File: config.mk
export PLATFORM = sky130hd
export DESIGN_NAME = sprite_pixel_writer_flat
export DESIGN_NICKNAME = d
export VERILOG_FILES = /design/src/rtl/sprite_pixel_writer_pkg.sv /design/src/rtl/sprite_pixel_writer_if.sv /design/src/rtl/sprite_pixel_writer_mux.sv /design/src/rtl/sprite_pixel_writer.sv /design/src/flat_wrapper.sv
export SDC_FILE = /design/constraint.sdc
export NUM_CORES = 1
export LEC_CHECK = 0
export CAP_MARGIN = 20
export CORE_MARGIN = 3
export CORE_UTILIZATION = 49
export CTS_CLUSTER_DIAMETER = 40
export CTS_CLUSTER_SIZE = 10
export DETAILED_ROUTE_END_ITERATION = 16
export HOLD_SLACK_MARGIN = 0.06
export PLACE_DENSITY = 0.81
export SLEW_MARGIN = 20
export SYNTH_ARGS = -nofsm -noshare
export SYNTH_HDL_FRONTEND = slang
export SYNTH_SLANG_ARGS = --single-unit
File: constraint.sdc
create_clock -name Clk50 -period 2.4 [get_ports Clk50]
set_clock_uncertainty 0.15 [all_clocks]
set_input_delay 0.36 -clock Clk50 [delete_from_list [all_inputs] [get_ports Clk50]]
set_output_delay 0.36 -clock Clk50 [all_outputs]
set_load 0.05 [all_outputs]
File: src/rtl/sprite_pixel_writer_pkg.sv
// sprite_pkg: frame geometry, bus widths, palette codes, writer state
// and the per-pixel bundle carried down the writer pipeline.
`timescale 1ns/1ps
package sprite_pkg;
  localparam int SCR_W  = 640;
  localparam int SCR_H  = 480;
  localparam int ROM_AW = 18;
  localparam int PIX_W  = 4;
  localparam int FB_AW  = 19;
  localparam int XY_W   = 10;

  localparam logic [PIX_W-1:0] BG_INDEX = 4'h0;
  localparam logic [PIX_W-1:0] TRANSP   = 4'hF;

  typedef enum logic [1:0] {
    IDLE,
    SWEEP,
    DRAIN
  } writer_state_t;

  typedef struct packed {
    logic             v;
    logic             hit;
    logic [FB_AW-1:0] addr;
  } pix_t;
endpackage

File: src/rtl/sprite_pixel_writer_if.sv
// sprite_pixel_writer_if: frame-buffer write port.
// master drives we/addr/data, slave returns ready.
`timescale 1ns/1ps
interface sprite_pixel_writer_if;
  import sprite_pkg::*;

  logic             fb_we;
  logic [FB_AW-1:0] fb_addr;
  logic [PIX_W-1:0] fb_data;
  logic             fb_ready;

  modport master (
    output fb_we,
    output fb_addr,
    output fb_data,
    input  fb_ready
  );

  modport slave (
    input  fb_we,
    input  fb_addr,
    input  fb_data,
    output fb_ready
  );
endinterface

File: src/rtl/sprite_pixel_writer_mux.sv
// sprite_priority_mux: picks the lowest-index drawer whose on flag
// is set; on/addrs in, hit + selected ROM address out.
`timescale 1ns/1ps
module sprite_priority_mux
  import sprite_pkg::*;
#(
  parameter int NSPR = 4
) (
  input  logic [NSPR-1:0]        on,
  input  logic [NSPR*ROM_AW-1:0] addrs,
  output logic                   hit,
  output logic [ROM_AW-1:0]      addr
);
  // walk from the top down so the lowest index wins
  always_comb begin
    hit  = 1'b0;
    addr = '0;
    for (int i = NSPR - 1; i >= 0; i--) begin
      if (on[i]) begin
        hit  = 1'b1;
        addr = addrs[ROM_AW*i +: ROM_AW];
      end
    end
  end
endmodule

File: src/rtl/sprite_pixel_writer.sv
// sprite_pixel_writer: sweeps WriteX/WriteY, reads sprite ROM, writes
// one palette index per pixel via fb (master); busy/frame_done/overrun.
`timescale 1ns/1ps
module sprite_pixel_writer
  import sprite_pkg::*;
#(
  parameter int               NSPR     = 4,
  parameter int               SCR_W    = sprite_pkg::SCR_W,
  parameter int               SCR_H    = sprite_pkg::SCR_H,
  parameter logic [PIX_W-1:0] BG_INDEX = sprite_pkg::BG_INDEX,
  parameter logic [PIX_W-1:0] TRANSP   = sprite_pkg::TRANSP
) (
  input  logic                   Clk50,
  input  logic                   Reset_n,
  input  logic                   frame_start,
  output logic [XY_W-1:0]        WriteX,
  output logic [XY_W-1:0]        WriteY,
  input  logic [NSPR-1:0]        sprite_on,
  input  logic [NSPR*ROM_AW-1:0] sprite_addr,
  output logic [ROM_AW-1:0]      rom_addr,
  output logic                   rom_en,
  input  logic [PIX_W-1:0]       rom_data,
  sprite_pixel_writer_if.master  fb,
  output logic                   busy,
  output logic                   frame_done,
  output logic                   overrun
);
  localparam logic [XY_W-1:0] X_LAST = XY_W'(SCR_W - 1);
  localparam logic [XY_W-1:0] Y_LAST = XY_W'(SCR_H - 1);

  writer_state_t state, state_n;
  pix_t          s1, s2;
  logic [FB_AW-1:0]  pix_cnt;
  logic              sel_hit;
  logic [ROM_AW-1:0] sel_addr;
  logic stall, start_ok, last_xy, drain_done;

  sprite_priority_mux #(.NSPR(NSPR)) u_mux (
    .on    (sprite_on),
    .addrs (sprite_addr),
    .hit   (sel_hit),
    .addr  (sel_addr)
  );

  assign stall      = s2.v && !fb.fb_ready;
  // the frame_done cycle still counts as busy for a new start
  assign start_ok   = frame_start && (state == IDLE) && !frame_done;
  assign last_xy    = (WriteX == X_LAST) && (WriteY == Y_LAST);
  assign drain_done = s2.v && fb.fb_ready && !s1.v;

  always_ff @(posedge Clk50 or negedge Reset_n) begin
    if (!Reset_n) state <= IDLE;
    else          state <= state_n;
  end

  always_comb begin
    state_n = state;
    unique case (state)
      IDLE:    if (start_ok)           state_n = SWEEP;
      SWEEP:   if (!stall && last_xy)  state_n = DRAIN;
      DRAIN:   if (drain_done)         state_n = IDLE;
      default:                         state_n = IDLE;
    endcase
  end

  // rom_en drops during a stall so the S2 pixel's rom_data holds
  always_comb begin
    busy   = 1'b0;
    rom_en = 1'b0;
    unique case (state)
      SWEEP, DRAIN: begin
        busy   = 1'b1;
        rom_en = !stall;
      end
      default: ;
    endcase
  end

  assign fb.fb_we   = s2.v;
  assign fb.fb_addr = s2.addr;
  assign fb.fb_data = (s2.hit && rom_data != TRANSP) ? rom_data
                                                     : BG_INDEX;

  // S0 = live WriteX/WriteY, S1 = ROM read in flight, S2 = fb write
  always_ff @(posedge Clk50 or negedge Reset_n) begin
    if (!Reset_n) begin
      WriteX     <= '0;
      WriteY     <= '0;
      pix_cnt    <= '0;
      rom_addr   <= '0;
      s1         <= '0;
      s2         <= '0;
      frame_done <= 1'b0;
      overrun    <= 1'b0;
    end else begin
      frame_done <= (state == DRAIN) && drain_done;
      if (start_ok)         overrun <= 1'b0;
      else if (frame_start) overrun <= 1'b1;
      if (start_ok) begin
        WriteX  <= '0;
        WriteY  <= '0;
        pix_cnt <= '0;
      end
      if (!stall) begin
        s2      <= s1;
        s1.v    <= (state == SWEEP);
        s1.hit  <= (state == SWEEP) && sel_hit;
        s1.addr <= pix_cnt;
        if (state == SWEEP && sel_hit) rom_addr <= sel_addr;
        if (state == SWEEP && !last_xy) begin
          pix_cnt <= pix_cnt + 1'b1;
          if (WriteX == X_LAST) begin
            WriteX <= '0;
            WriteY <= WriteY + 1'b1;
          end else begin
            WriteX <= WriteX + 1'b1;
          end
        end
      end
      if (state == DRAIN && drain_done) begin
        WriteX <= '0;
        WriteY <= '0;
      end
    end
  end
endmodule

File: src/flat_wrapper.sv
// flat-port wrapper written by rule: the top's interface ports become plain ports
module sprite_pixel_writer_flat import sprite_pkg::*;
#(
  parameter int               NSPR     = 4,
  parameter int               SCR_W    = sprite_pkg::SCR_W,
  parameter int               SCR_H    = sprite_pkg::SCR_H,
  parameter logic [PIX_W-1:0] BG_INDEX = sprite_pkg::BG_INDEX,
  parameter logic [PIX_W-1:0] TRANSP   = sprite_pkg::TRANSP
)
  (Clk50, Reset_n, frame_start, WriteX, WriteY, sprite_on, sprite_addr, rom_addr, rom_en, rom_data, busy, frame_done, overrun, fb_fb_we, fb_fb_addr, fb_fb_data, fb_fb_ready);
  sprite_pixel_writer_if fb_i ();
  input  logic Clk50;
  input  logic Reset_n;
  input  logic frame_start;
  output logic [XY_W-1:0] WriteX;
  output logic [XY_W-1:0] WriteY;
  input  logic [NSPR-1:0] sprite_on;
  input  logic [NSPR*ROM_AW-1:0] sprite_addr;
  output logic [ROM_AW-1:0] rom_addr;
  output logic rom_en;
  input  logic [PIX_W-1:0] rom_data;
  output logic busy;
  output logic frame_done;
  output logic overrun;
  output wire logic [$bits(fb_i.fb_we)-1:0] fb_fb_we;
  output wire logic [$bits(fb_i.fb_addr)-1:0] fb_fb_addr;
  output wire logic [$bits(fb_i.fb_data)-1:0] fb_fb_data;
  input wire logic [$bits(fb_i.fb_ready)-1:0] fb_fb_ready;
  assign fb_fb_we = fb_i.fb_we;
  assign fb_fb_addr = fb_i.fb_addr;
  assign fb_fb_data = fb_i.fb_data;
  assign fb_i.fb_ready = fb_fb_ready;
  sprite_pixel_writer #(.NSPR(NSPR), .SCR_W(SCR_W), .SCR_H(SCR_H), .BG_INDEX(BG_INDEX), .TRANSP(TRANSP)) u_core (.Clk50(Clk50), .Reset_n(Reset_n), .frame_start(frame_start), .WriteX(WriteX), .WriteY(WriteY), .sprite_on(sprite_on), .sprite_addr(sprite_addr), .rom_addr(rom_addr), .rom_en(rom_en), .rom_data(rom_data), .fb(fb_i), .busy(busy), .frame_done(frame_done), .overrun(overrun));
endmodule
==> metrics, run 1 <==
status finished, final reports clean; storage element area 2582 um^2; first-pass GRT wire length approximately 24 mm; Ys Warns 0; hold_sp u_core.fb.fb_addr[0]$_DFFE_PN0N_; Synth top area share between 40% and 50%; final cycle utilization of the critical path between 90% and 100%; TNS Setup 0 ns; CP startpoint kind register; Vias 5045; post-synthesis cell count 624; Reg clk slew, reported paths approximately 0.11 ns; Setup WS post-layout 0.08518 ns; PwrDens between 900 and 1000 nW/um^2; Port-buffer cells 149; Leakage around 0.0032 uW; leading area contributor after synthesis dfrtp_1; dpl hpwl ~11 mm; area grow syn2layout 35.81%; Slew @ Worst Pin between 0.5 and 0.6 ns; largest net degree at the start of global routing 47; flops & latches, synth approximately 100; capturing point of the worst reg2reg path u_core.state[0]$_DFFE_PN0P_; DRC violations left 0; routed wire length per instance approximately 15 um; Tightest Hold Check Type reg -> reg; # H-tree levels 3; share of cells above drive strength 1 about a tenth; ANT nets after route 0; Tmin final 2.315 ns; net count after synthesis ~720; Post-Place Worst Slack roughly 0.047 ns; relative slew slack ~60%; Core Rows 37; Via density around 5.6; gr usage total between 20% and 30%; fin nets approximately 850; die area about 12000 um^2; hold path depth 2; CTS tree yes; clk root buf clkbuf_8; final RePlAce weighted congestion 0.8949; Diodes inserted 0; Post-synth EDFFs 0; Clock Latency Late Sink between 0.3 and 0.4 ns; Seq/Total Area, Yosys a little under half; initial antenna violation count 0; most used flip-flop cell after synthesis dfrtp_1; vias in the first global route a little under 5000; core area between 10000 and 15000 um^2; # IOs 150; drt pass-1 iters 5; slowest CP cell dfrtp_2; Mapped Avg Cell Area ~8.6 um^2; clock buffer depth 2; Crit Path Max Fanout 7; Syn Std Cell Area 5380 um^2; unrepaired setup endpoints after global routing false; Setup violations, final 0; GR Overflow Total 0; drt initial violations 343; Final Max Slew Viols 0; Die Span Y roughly 110 um; Initial Util 51.20%; Tot Pwr 6584 uW; Buf/Inv on CP 1; reg2reg setup slack 0.09 ns; # fillers between 800 and 900; Worst Setup End Kind register; Multi-input gate area approximately 2500 um^2; Die X roughly 110 um; WP data arrival around 2.4 ns; critical path cell sequence ha_1 > nand4_1 > nor3b_1 > buf_4 > nand3_1 > a21oi_1 > mux2_2; max cap viols 0; CP Class reg -> reg; Netlist cell types a little under 50; TritonCTS Sinks 103; fraction of registers with async set/reset 100.0%; largest cells by area after synthesis dfrtp_1 (48%), nand2_1 (11%), a21oi_1 (4.3%), o21ai_0 (3.6%), a221oi_1 (2.8%); Crit path required time about 2.5 ns; routed wire length between 10 and 15 mm; Worst Hold End u_core.fb.fb_addr[0]$_DFFE_PN0N_; VDD IR max roughly 580 uV; CP delay by family, top simple AND/OR/NAND/NOR gates; Worst path max stage delay around 0.42 ns; RR Startpoint u_core.WriteY[1]$_DFF_PN0_; FF-to-FF path depth 7; clock buffer count from CTS 9; Max Freq approximately 430 MHz; final hold violations 0
## Yosys cell counts (all sizes together) (11+ instances only)
| library cell | instances |
|---|---|
| nand2 | 165 |
| and3 | 11 |
| o21ai | 40 |
| nor2 | 14 |
| nor2b | 19 |
| a21oi | 46 |
| clkbuf | 29 |
| inv | 11 |
| a221oi | 17 |
| nor4 | 11 |
| nand3 | 19 |
| a31oi | 19 |
| nor3 | 25 |
| dfrtp | 103 |
| buf | 27 |
| nand3b | 14 |
## through the flow
stage	hold WS, ns	instances	utilization, %	instance area (um^2)
after floorplan	-0.08559	624	-	5385
after global placement	0.2490	886	67.38	7081
after detailed placement	0.2605	886	67.38	7081
after CTS	0.3280	903	69.40	7293
after global routing	0.3372	904	69.53	7307
final	0.3209	904	69.53	7307
## report_power, final
part	total, uW	switching (uW)	leakage (uW)	internal [uW]
clock	1110	614	0.0000977	493
combinational	3160	2040	0.00172	1120
sequential	2310	247	0.00138	2070
total	6580	2910	0.00320	3680
## registers in the layout, summed over array words and instances, names as in the netlist
register,cells
u_core.WriteX,10
u_core.WriteY,10
u_core.fb.fb_addr,19
u_core.fb.fb_we,1
u_core.frame_done,1
u_core.overrun,1
u_core.pix_cnt,19
u_core.rom_addr,18
u_core.s1,21
u_core.s2,1
u_core.state,2
## metal layers
metal | wire [um] | part of all wire, % | GRT usage, % | vias to the layer above
met2 | 7058 | 51 | 39.77 | 196
met3 | 956 | 6.9 | 4.858 | 14
met1 | 5790 | 42 | 30.29 | 2370
met5 | 0 | 0 | 0 | -
li1 | - | - | - | 2465
met4 | 141 | 1.0 | 5.008 | 0
## cell usage in the layout, fill, tap and decap left out, types with 7 or more instances in the layout
| cell type | synthesis | final |
|---|---|---|
| clkbuf_8 | 0 | 9 |
| ha_1 | 7 | 7 |
| nand2_1 | 164 | 164 |
| o21ai_0 | 39 | 39 |
| a21oi_1 | 46 | 45 |
| nor2b_1 | 19 | 18 |
| nand3b_1 | 14 | 14 |
| dfrtp_1 | 103 | 99 |
| nand4_1 | 7 | 7 |
| a31oi_1 | 19 | 18 |
| and3_1 | 10 | 10 |
| a221oi_1 | 17 | 17 |
| nor2_1 | 13 | 13 |
| nand3_1 | 18 | 18 |
| buf_4 | 19 | 34 |
| nor3_1 | 24 | 24 |
| nand2b_1 | 7 | 7 |
| clkdlybuf4s50_1 | 0 | 142 |
| buf_12 | 0 | 7 |
| nor4_1 | 10 | 10 |
| inv_1 | 11 | 11 |
## worst reg2reg max path: cells and delay by family, from the launching register on
kind,cells,cell delay (ns)
AND/OR/NAND/NOR,3,0.61
flip-flops,1,0.42
AO/OA/AOI/OAI,1,0.19
multiplexers,1,0.35
buffers and inverters,1,0.23
adder cells (fa/ha/maj),1,0.25
## layout make-up
| type | count | share of cell area [%] |
|---|---|---|
| clock buffers | 9 | 1.695 |
| flip-flops and latches | 103 | 35.34 |
| clock inverters | 7 | 1.079 |
| multi-input cells | 454 | 33.99 |
| repair buffers | 184 | 25.00 |
| inverters | 11 | 0.5651 |
| well taps | 136 | 2.329 |
## cell families after synthesis
logic type	count (synthesis)	share of synthesized area [%]
compound gates	136	15.47
fa+ha+maj	7	1.628
buf+inv	67	6.465
simple gates	307	27.74
mux	4	0.7907
flops	103	47.91
## what timing repair did
action	CTS	global route
gates resized for setup	0	1
endpoints found under the setup margin	0	24
setup buffers	0	1
hold buffers	1	0
hold endpoints to repair	44	0
## worst max-delay path by stage
stage	endpoint	depth (start not counted)	startpoint
2_1_floorplan	u_core.WriteY[9]$_DFF_PN0_	8	u_core.WriteX[0]$_DFF_PN0_
3_3_place_gp	u_core.WriteY[1]$_DFF_PN0_	7	fb_fb_ready
3_5_place_dp	u_core.pix_cnt[14]$_DFF_PN0_	7	u_core.WriteX[0]$_DFF_PN0_
4_1_cts	u_core.pix_cnt[14]$_DFF_PN0_	7	u_core.WriteX[0]$_DFF_PN0_
5_1_grt	u_core.state[0]$_DFFE_PN0P_	7	u_core.WriteY[0]$_DFF_PN0_
6_report	u_core.state[0]$_DFFE_PN0P_	7	u_core.WriteY[1]$_DFF_PN0_
No activity file was read; power rests on OpenSTA's default activity.
==> run 2: changes to the inputs <==
--- a/config.mk
+++ b/config.mk
@@ -5,12 +5,12 @@
 export SDC_FILE = /design/constraint.sdc
 export NUM_CORES = 1
 export LEC_CHECK = 0
-export CAP_MARGIN = 20
 export CORE_MARGIN = 3
 export CORE_UTILIZATION = 49
 export CTS_CLUSTER_DIAMETER = 40
 export CTS_CLUSTER_SIZE = 10
 export DETAILED_ROUTE_END_ITERATION = 16
+export GPL_TIMING_DRIVEN = 0
 export HOLD_SLACK_MARGIN = 0.06
 export PLACE_DENSITY = 0.81
 export SLEW_MARGIN = 20
==> run 2 against run 1 <==
Die area did not move. Global-route usage rose by 0.74 points. Sequential power barely moved. Sequential share of layout area fell by 0.13 points. Non-clock buffer count rose by 25. First-iteration DRC count fell by 27%. Routed wire length rose by 5.8%. Power fell by 1.1%. Combinational power fell by 1%. Largest power group unchanged. Highest routed layer unchanged.
==> metrics, run 2 (same netlist as run 1, synthesis figures left out) <==
status finished, final reports clean; CTS tree yes; Buf/Inv on CP 1 (unchanged); area grow syn2layout 36.33%; initial antenna violation count 0 (unchanged); gr usage total 23.90% (+0.74 points); Setup WS post-layout 0.06057 ns (-0.02461 ns); drt pass-1 iters 5 (unchanged); final cycle utilization of the critical path 97.48% (+1.0 points); CP startpoint kind register; core area 10510 um^2 (unchanged); GR Overflow Total 0 (unchanged); final RePlAce weighted congestion 0.8441 (-5.7%); Port-buffer cells 147 (-1.3%); Largest register FFs 21 (unchanged); Die X 110.8 um (unchanged); routed wire length per instance 15.89 um (+3.0%); routed wire length 14.76 mm (+5.8%); Vias 5169 (+2.5%); Slew @ Worst Pin 0.8768 ns (+0.2811 ns); DRC violations left 0 (unchanged); Top reg by flops u_core.s1; VDD IR max 561.0 uV (-2.6%); # H-tree levels 3 (unchanged); Tmin final 2.339 ns (+0.02461 ns); CP Class reg -> out; max cap viols 0 (unchanged); clk root buf clkbuf_8; Worst path max stage delay 0.90 ns (+0.48 ns); share of cells above drive strength 1 9.332% (-0.82 points); first-pass GRT wire length 24.50 mm (+3.3%); Initial Util 51.20% (unchanged); relative slew slack 41.01% (-19 points); largest net degree at the start of global routing 61 (+30%); Core Rows 37 (unchanged); Worst Setup End Kind output pin; commonest non-fill, non-tap cell in the layout nand2_1; vias in the first global route 5092 (+4.4%); CP delay by family, top buffers and inverters; PwrDens 888.1 nW/um^2 (-1.4%); TritonCTS Sinks 103 (unchanged); Via density 5.564 (-0.30%); RR Startpoint u_core.WriteY[1]$_DFF_PN0_; Diodes inserted 0 (unchanged); critical path startpoint u_core.WriteX[7]$_DFF_PN0_; most frequent cells in the layout nand2_1 (164), clkdlybuf4s50_1 (140), dfrtp_1 (99), a21oi_1 (45), o21ai_0 (39); Post-Place Worst Slack -0.5408 ns (-0.5880 ns); Crit path required time 1.89 ns (-0.62 ns); Max Freq 427.5 MHz (-1.1%); Final Max Slew Viols 0 (unchanged); dpl hpwl 11.09 mm (+3.7%); Final Instance Count excl. Fillers 929 (+2.8%); ANT nets after route 0 (unchanged); fin nets 879 (+2.9%); Reg clk slew, reported paths 0.11 ns (about the same); Tightest Hold Check Type in -> async; Die Span Y 110.8 um (unchanged); final hold violations 0 (unchanged); die area 12270 um^2 (unchanged); Crit Path Max Fanout 8 (+1); WP data arrival 1.83 ns (-0.59 ns); # IOs 150 (unchanged); clock buffer count from CTS 9 (unchanged); Setup violations, final 0 (unchanged); Leakage 0.003214 uW (+0.55%); Clock Latency Late Sink 0.38 ns (about the same); unrepaired setup endpoints after global routing false; drt initial violations 251 (-27%); clock buffer depth 2 (unchanged); slowest CP cell clkdlybuf4s50_1; Placed Cells 908 (+2.5%); critical path cell sequence clkdlybuf4s50_1
## run 2: cell types whose count changed in the layout (fill, tap and decap cells not counted), moves of 4 or more
cell,previous run,this run
dlygate4sd2_1,0,5
clkbuf_1,0,25
buf_6,0,4
buf_4,34,24
buf_12,7,0
## run 2: timing repair
| item | in CTS | in global routing |
|---|---|---|
| hold endpoints to repair | 43 | 0 |
| resized for setup | 13 | 15 |
| hold buffers | 1 | 0 |
| setup endpoints to repair | 30 | 54 |
| pin swaps | 1 | 3 |
| setup buffers | 0 | 4 |
## run 2: through the flow
stage | total power [uW] | utilization (%) | setup TNS, ns | hold WS (ns) | area [um^2]
finish | 6514 | 69.79 | 0 | 0.2986 | 7335
global route | 6882 | 69.79 | 0 | 0.3207 | 7335
CTS | 6454 | 69.15 | 0 | 0.3074 | 7267
detailed placement | 5405 | 67.14 | -17.75 | 0.1519 | 7056
global placement | 5325 | 66.87 | -314.85 | 0.3008 | 7027
floorplan | 4289 | - | 0 | -0.08559 | 5385
## run 2: path summary, 6_finish.rpt
kind / to / slack, ns / depth (start not counted)
setup / recovery: WriteX[7] / 0.06 / 1
hold / removal: u_core.fb.fb_addr[3]$_DFFE_PN0N_ / 0.30 / 2
setup reg to reg: u_core.state[0]$_DFFE_PN0P_ / 0.13 / 7
min in group Clk50: u_core.s2[19]$_DFFE_PN0N_ / 0.32 / 2
max in group asynchronous: u_core.WriteX[0]$_DFF_PN0_ / 1.16 / 3
hold reg to reg: u_core.s2[19]$_DFFE_PN0N_ / 0.32 / 2
## run 2: layer usage
layer | global-route usage (%) | part of all wire [%] | wire length, um | vias up
met5 | 0 | 0 | 0 | -
met4 | 8.703 | 2.3 | 346 | 0
met3 | 6.059 | 7.0 | 1033 | 28
met2 | 39.40 | 49 | 7230 | 192
met1 | 30.49 | 42 | 6149 | 2452
li1 | - | - | - | 2497
## run 2: final cells by class
cell class / instances / area (um^2)
fill: 851 / 3174
inverter: 11 / 41.29
clock buffer: 9 / 123.9
timing repair buffer: 153 / 1534
multi-input combinational: 454 / 2499
buffer: 56 / 316.6
clock inverter: 7 / 67.56
tap: 136 / 170.2
sequential: 103 / 2582
## run 2: report_power, final
group | switching (uW) | internal [uW]
logic | 2080 | 1040
clock network | 664 | 401
registers | 267 | 2070
total | 3010 | 3500
==> run 3: changes to the inputs <==
--- a/config.mk
+++ b/config.mk
@@ -5,6 +5,7 @@
 export SDC_FILE = /design/constraint.sdc
 export NUM_CORES = 1
 export LEC_CHECK = 0
+export ABC_AREA = 0
 export CORE_MARGIN = 3
 export CORE_UTILIZATION = 49
 export CTS_CLUSTER_DIAMETER = 40
==> results of run 3 <==
Final layout, timing and power as in run 2 (identical DEF).
